==> config.mk <==
export PLATFORM = sky130hd
export DESIGN_NAME = scale_demux_buf
export DESIGN_NICKNAME = d
export VERILOG_FILES = /design/src/rtl/mux_pkg.sv /design/src/rtl/demux_fifo2.sv /design/src/rtl/scale_demux_buf.sv
export SDC_FILE = /design/constraint.sdc
export NUM_CORES = 1
export LEC_CHECK = 0
export CAP_MARGIN = 40
export CORE_MARGIN = 1
export CORE_UTILIZATION = 30
export CTS_CLUSTER_DIAMETER = 100
export DETAILED_ROUTE_END_ITERATION = 7
export PLACE_DENSITY = 0.49
export SYNTH_ARGS = -nofsm -noshare
export SYNTH_HDL_FRONTEND = slang
export SYNTH_SLANG_ARGS = --single-unit
==> constraint.sdc <==
create_clock -name clk -period 2.2 [get_ports clk]
set_input_delay 0.22 -clock clk [delete_from_list [all_inputs] [get_ports clk]]
set_output_delay 0.22 -clock clk [all_outputs]
set_load 0.05 [all_outputs]
==> src/rtl/mux_pkg.sv <==
// Shared constants for the stream mux/demux family.
// scale_demux_buf reads the destination codes, the buffer depth and the
// transfer-counter width from here.
package mux_pkg;

  // Destination codes carried on in_sel
  localparam logic SEL_A = 1'b0;
  localparam logic SEL_B = 1'b1;

  // Entries held by each per-output buffer
  localparam int DEMUX_DEPTH = 2;

  // Width of the optional per-output transfer counters
  localparam int DEMUX_CNT_W = 16;

  // Occupancy value at which a per-output buffer is full
  function automatic logic [1:0] demux_full_occ();
    return 2'(DEMUX_DEPTH);
  endfunction

endpackage

==> src/rtl/demux_fifo2.sv <==
// Two-entry FIFO with a registered head.
// rdata is driven directly from the head register, so it holds its value
// while the consumer stalls. After reset rdata reads 0.
// Handshake: a word is written when push is high and full is low; the head
// is removed when pop is high and valid is high. Either request is ignored
// when its qualifier is low, so the caller may drive them unqualified.
module demux_fifo2
  import mux_pkg::*;
#(
  parameter int size = 32
) (
  input  logic            clk,
  input  logic            rst,
  input  logic            push,
  input  logic [size-1:0] wdata,
  output logic            full,
  input  logic            pop,
  output logic            valid,
  output logic [size-1:0] rdata
);

  logic [1:0]      r_cnt;
  logic [size-1:0] r_head;
  logic [size-1:0] r_tail;

  logic            w_push;
  logic            w_pop;

  assign full   = (r_cnt == demux_full_occ());
  assign valid  = (r_cnt != 2'd0);
  assign rdata  = r_head;

  assign w_push = push & ~full;
  assign w_pop  = pop & valid;

  // Occupancy and storage update; the head register always holds the oldest word
  always_ff @(posedge clk) begin
    if (rst) begin
      r_cnt  <= 2'd0;
      r_head <= '0;
      r_tail <= '0;
    end else begin
      case ({w_push, w_pop})
        2'b10: begin
          // Write into the first free slot
          if (r_cnt == 2'd0) begin
            r_head <= wdata;
          end else begin
            r_tail <= wdata;
          end
          r_cnt <= r_cnt + 2'd1;
        end
        2'b01: begin
          // Advance the second word into the head; a lone head just goes stale
          if (r_cnt == 2'd2) begin
            r_head <= r_tail;
          end
          r_cnt <= r_cnt - 2'd1;
        end
        2'b11: begin
          // Only reachable with one entry: the new word replaces the departing head
          r_head <= wdata;
        end
        default: begin
        end
      endcase
    end
  end

endmodule

==> src/rtl/scale_demux_buf.sv <==
// Registered 1-to-2 stream demultiplexer with a 2-entry buffer per output.
// Each input word goes to output a (in_sel = 0) or output b (in_sel = 1).
// A stalled sink only blocks words addressed to it.
// Optional feature: define SCALE_DEMUX_CNT_EN to add the a_cnt/b_cnt
// transfer counters, one increment per pop, wrapping at 16 bits.
//
// Handshake (all three streams): a transfer happens on a rising edge where
// valid and ready are both high. in_ready depends only on in_sel and the
// selected buffer's state, never on in_valid. An output's data is stable
// while its valid is high and ready is low.
module scale_demux_buf
  import mux_pkg::*;
#(
  parameter int size = 32
) (
  input  logic                   clk,
  input  logic                   rst,
  input  logic                   in_valid,
  output logic                   in_ready,
  input  logic [size-1:0]        in_data,
  input  logic                   in_sel,
  output logic                   a_valid,
  input  logic                   a_ready,
  output logic [size-1:0]        a_data,
  output logic                   b_valid,
  input  logic                   b_ready,
  output logic [size-1:0]        b_data
`ifdef SCALE_DEMUX_CNT_EN
  ,
  output logic [DEMUX_CNT_W-1:0] a_cnt,
  output logic [DEMUX_CNT_W-1:0] b_cnt
`endif
);

  logic w_a_full;
  logic w_b_full;
  logic w_accept;
  logic w_push_a;
  logic w_push_b;
  logic w_pop_a;
  logic w_pop_b;

  // Ready reflects only the buffer the current word is addressed to
  assign in_ready = (in_sel == SEL_B) ? ~w_b_full : ~w_a_full;
  assign w_accept = in_valid & in_ready;
  assign w_push_a = w_accept & (in_sel == SEL_A);
  assign w_push_b = w_accept & (in_sel == SEL_B);
  assign w_pop_a  = a_valid & a_ready;
  assign w_pop_b  = b_valid & b_ready;

  demux_fifo2 #(
    .size (size)
  ) u_fifo_a (
    .clk   (clk),
    .rst   (rst),
    .push  (w_push_a),
    .wdata (in_data),
    .full  (w_a_full),
    .pop   (w_pop_a),
    .valid (a_valid),
    .rdata (a_data)
  );

  demux_fifo2 #(
    .size (size)
  ) u_fifo_b (
    .clk   (clk),
    .rst   (rst),
    .push  (w_push_b),
    .wdata (in_data),
    .full  (w_b_full),
    .pop   (w_pop_b),
    .valid (b_valid),
    .rdata (b_data)
  );

`ifdef SCALE_DEMUX_CNT_EN
  logic [DEMUX_CNT_W-1:0] r_a_cnt;
  logic [DEMUX_CNT_W-1:0] r_b_cnt;

  // Count completed output transfers; natural wrap at the counter width
  always_ff @(posedge clk) begin
    if (rst) begin
      r_a_cnt <= '0;
      r_b_cnt <= '0;
    end else begin
      if (w_pop_a) begin
        r_a_cnt <= r_a_cnt + 1'b1;
      end
      if (w_pop_b) begin
        r_b_cnt <= r_b_cnt + 1'b1;
      end
    end
  end

  assign a_cnt = r_a_cnt;
  assign b_cnt = r_b_cnt;
`endif

endmodule

==> results of run 1 <==
power breakdown:
| part | total, uW | switching [uW] | leakage [uW] | internal, uW |
|---|---|---|---|---|
| Sequential | 3600 | 477 | 0.00108 | 3120 |
| Clock | 3080 | 1140 | 0.000312 | 1940 |
| Combinational | 7760 | 4840 | 0.00127 | 2920 |
critical path: stages, from the launching register on:
cell and delay (ps):
dfxtp_1 350, or2b_1 250, nand3_1 150, inv_1 70, ha_2 230, nor3_4 290, buf_4 170, a21o_4 300
a211oi_1 120
placed cells by master, fill, tap and decap left out, types with 4 or more instances in the layout:
cell and count:
a211oi_1 67, buf_4 23, dfxtp_1 132, inv_1 6, inv_6 4, buf_12 12
mux2i_1 64, xnor2_1 4, nand2_1 130, clkbuf_16 17, clkdlybuf4s50_1 102, bufinv_16 4
a211oi_2 61, a21oi_1 66
final cells by class:
| class | count | area share (%) |
|---|---|---|
| well taps | 265 | 4.05 |
| flip-flops and latches | 132 | 32.3 |
| clock buffers | 18 | 5.36 |
| clock inverters | 14 | 2.43 |
| multi-input cells | 424 | 37.8 |
| inverters | 6 | 0.275 |
| repair buffers | 139 | 17.8 |
cells by family after synthesis:
group	count (synthesis)
XOR/XNOR	4
multiplexers	67
buffers and inverters	67
flip-flops	132
adder cells (fa/ha/maj)	6
AND/OR/NAND/NOR	144
AO/OA/AOI/OAI	202
state kept, by name, indices dropped and copies added (netlist names):
name,flops
u_fifo_a.r_tail,32
u_fifo_b.rdata,32
u_fifo_a.rdata,32
u_fifo_b.r_cnt,2
u_fifo_a.r_cnt,2
u_fifo_b.r_tail,32
through the flow:
step           power, uW  worst slack, ps  instances  cell area, sq um
2_1_floorplan       8910              104        622              6040
3_3_place_gp       11200             41.6        963              7500
3_5_place_dp       11300            -51.6        963              7500
4_1_cts            14400             21.1        995              8140
5_1_grt            15100            -8.44        998              8190
6_report           14400              129        998              8190
path summary, 6_finish.rpt:
path	startpoint	endpoint	slack, ps	depth (start not counted)
worst max register to register	u_fifo_b.r_cnt[1]$_SDFFE_PP0P_	u_fifo_b.rdata[0]$_SDFFE_PP0P_	130	8
worst min register to register	u_fifo_b.r_tail[17]$_SDFFE_PP0P_	u_fifo_b.r_tail[17]$_SDFFE_PP0P_	450	2
worst min-delay path	rst	u_fifo_b.r_tail[13]$_SDFFE_PP0P_	260	2
worst max-delay path	u_fifo_b.r_cnt[1]$_SDFFE_PP0P_	u_fifo_b.rdata[0]$_SDFFE_PP0P_	130	8
layer usage:
| layer | up-vias | track usage [%] | part of all wire (%) |
|---|---|---|---|
| met4 | 0 | 5.60 | 0.69 |
| met1 | 2385 | 22.2 | 46 |
| li1 | 2440 | - | - |
| met3 | 8 | 4.67 | 4.5 |
| met5 | - | 0 | 0 |
| met2 | 97 | 29.2 | 49 |
what timing repair did:
action                     4_1_cts  5_1_grt
buffers inserted                 0        2
gates resized for setup          0        6
setup endpoints to repair        0       32
==> metrics.md, run 1 <==
| Metric | Value |
|---|---|
| I/O Buffers | `104` |
| Ys flop type | `dfxtp_1` |
| Area leader, netlist | `dfxtp_1` |
| Critical Path RT | `2480 ps` |
| Tmin final | `about 2100 ps` |
| Drt pass-1 iters | `5` |
| Synth cell types | `27` |
| Post-CTS Hold Fix Bufs | `0` |
| Top-count cell post-synth | `dfxtp_1` |
| Synth Area in XOR/XNOR | `0.582%` |
| CTS root buf | `clkbuf_16` |
| Top cell type's share of synthesized area | `43.9%` |
| Fin. Hold Viols | `0` |
| Area of the multi-input gates | `around 3100 sq um` |
| Synth warnings | `0` |
| WL final | `17,800 um` |
| Syn Inst Count | `622` |
| Fill cells | `1,875` |
| Final TNS setup | `0 ps` |
| Setup crit end kind | `flip-flop` |
| Nets@finish | `764` |
| WS Path Type | `reg -> reg` |
| Via density | `4.94` |
| Starting density of the core | `30.7%` |
| Total track usage | `between 15 and 20%` |
| Placer Congestion | `0.789` |
| Core area | `19,600 sq um` |
| Synth area leaders | `dfxtp_1 (44%), a211oi_2 (12%), mux2i_1 (11%), a211oi_1 (8.5%), nand2_1 (8.1%)` |
| Status | `completed` |
| Mux cell area share after synthesis | `11.3%` |
| Via count | `4,930` |
| Worst-path maximum fanout | `16` |
| Max cap viols | `0` |
| Die H | `between 100 and 150 um` |
| Clock Sinks | `132` |
| First-pass GRT wire length | `between 20,000 and 30,000 um` |
| Final setup viols | `0` |
| Final slew viol count | `0` |
| Pwr dens | `1760 nW/um^2` |
| Starting DRT DRC Count | `212` |
| Startpoint Class | `flip-flop` |
| Register area | `2640 sq um` |
| TritonCTS clock tree | `built` |
| Worst skew pair latency | `430 ps` |
| Top-Level Pins | `about 110` |
| Layout cells sized above 1 | `20.1%` |
| Slew @ Worst Pin | `574 ps` |
| Post-Synth Simple-Gate Area | `9.66%` |
| Syn Nets | `666` |
| Clock Path Buffers | `2` |
| Sequential area share after synthesis | `approximately 44%` |
| Slew HR | `between 60% and 70%` |
| Worst min-delay path category | `in -> reg` |
| Largest net degree at the start of global routing | `49` |
| Leakage | `~0.0027 uW` |
| Die area | `20,600 sq um` |
| DP HPWL | `11,900 um` |
| Final Skew | `approximately 14 ps` |
| Overflow after GRT | `0` |
| Adder-cell share of the synthesized area | `1.25%` |
| Area of the mapped netlist | `6020 sq um` |
| FFs w/ async S/R, synth | `0%` |
| Post-route DRC | `0` |
| Initial antenna violation count | `0` |
| Post-Route Utilization | `41.8%` |
| CTS H-tree depth | `4` |
| Post-synth EDFFs | `0` |
| WP data arrival | `approximately 2400 ps` |
| Yosys reg bits | `132` |
| Fin crit share | `94.1%` |
| Post-synth top cells | `dfxtp_1 (132), nand2_1 (130), a211oi_1 (68)` |
| Area growth syn-to-layout | `36.0%` |
| CTS buffer count | `17` |
| Largest family of logic cells by synthesized area | `compound AO/OA/AOI/OAI gates` |
| Row count | `51` |
| Die W | `around 140 um` |
| Maximum clock frequency | `0.483 GHz` |
| Hold Slack | `263 ps` |
| Complex-gate fraction of the synthesized area | `27.5%` |
| Clock-pin slew on the worst setup and hold paths | `around 60 ps` |
| Vias in the first global route | `approximately 5,000` |
| Mean Syn Cell Area | `9.68 sq um` |
| DRT antenna net count | `0` |
| Worst vdd ir | `approximately 0.80 mV` |
| Avg WL per Cell | `17.8 um` |
| Ant. Diodes | `0` |
No activity file was read; power rests on OpenSTA's default activity.
==> run 2: changes to the inputs <==
- CORE_MARGIN: 1 -> unset
==> results of run 2 <==
The final DEF is identical to that of run 1; final timing and power are the same.
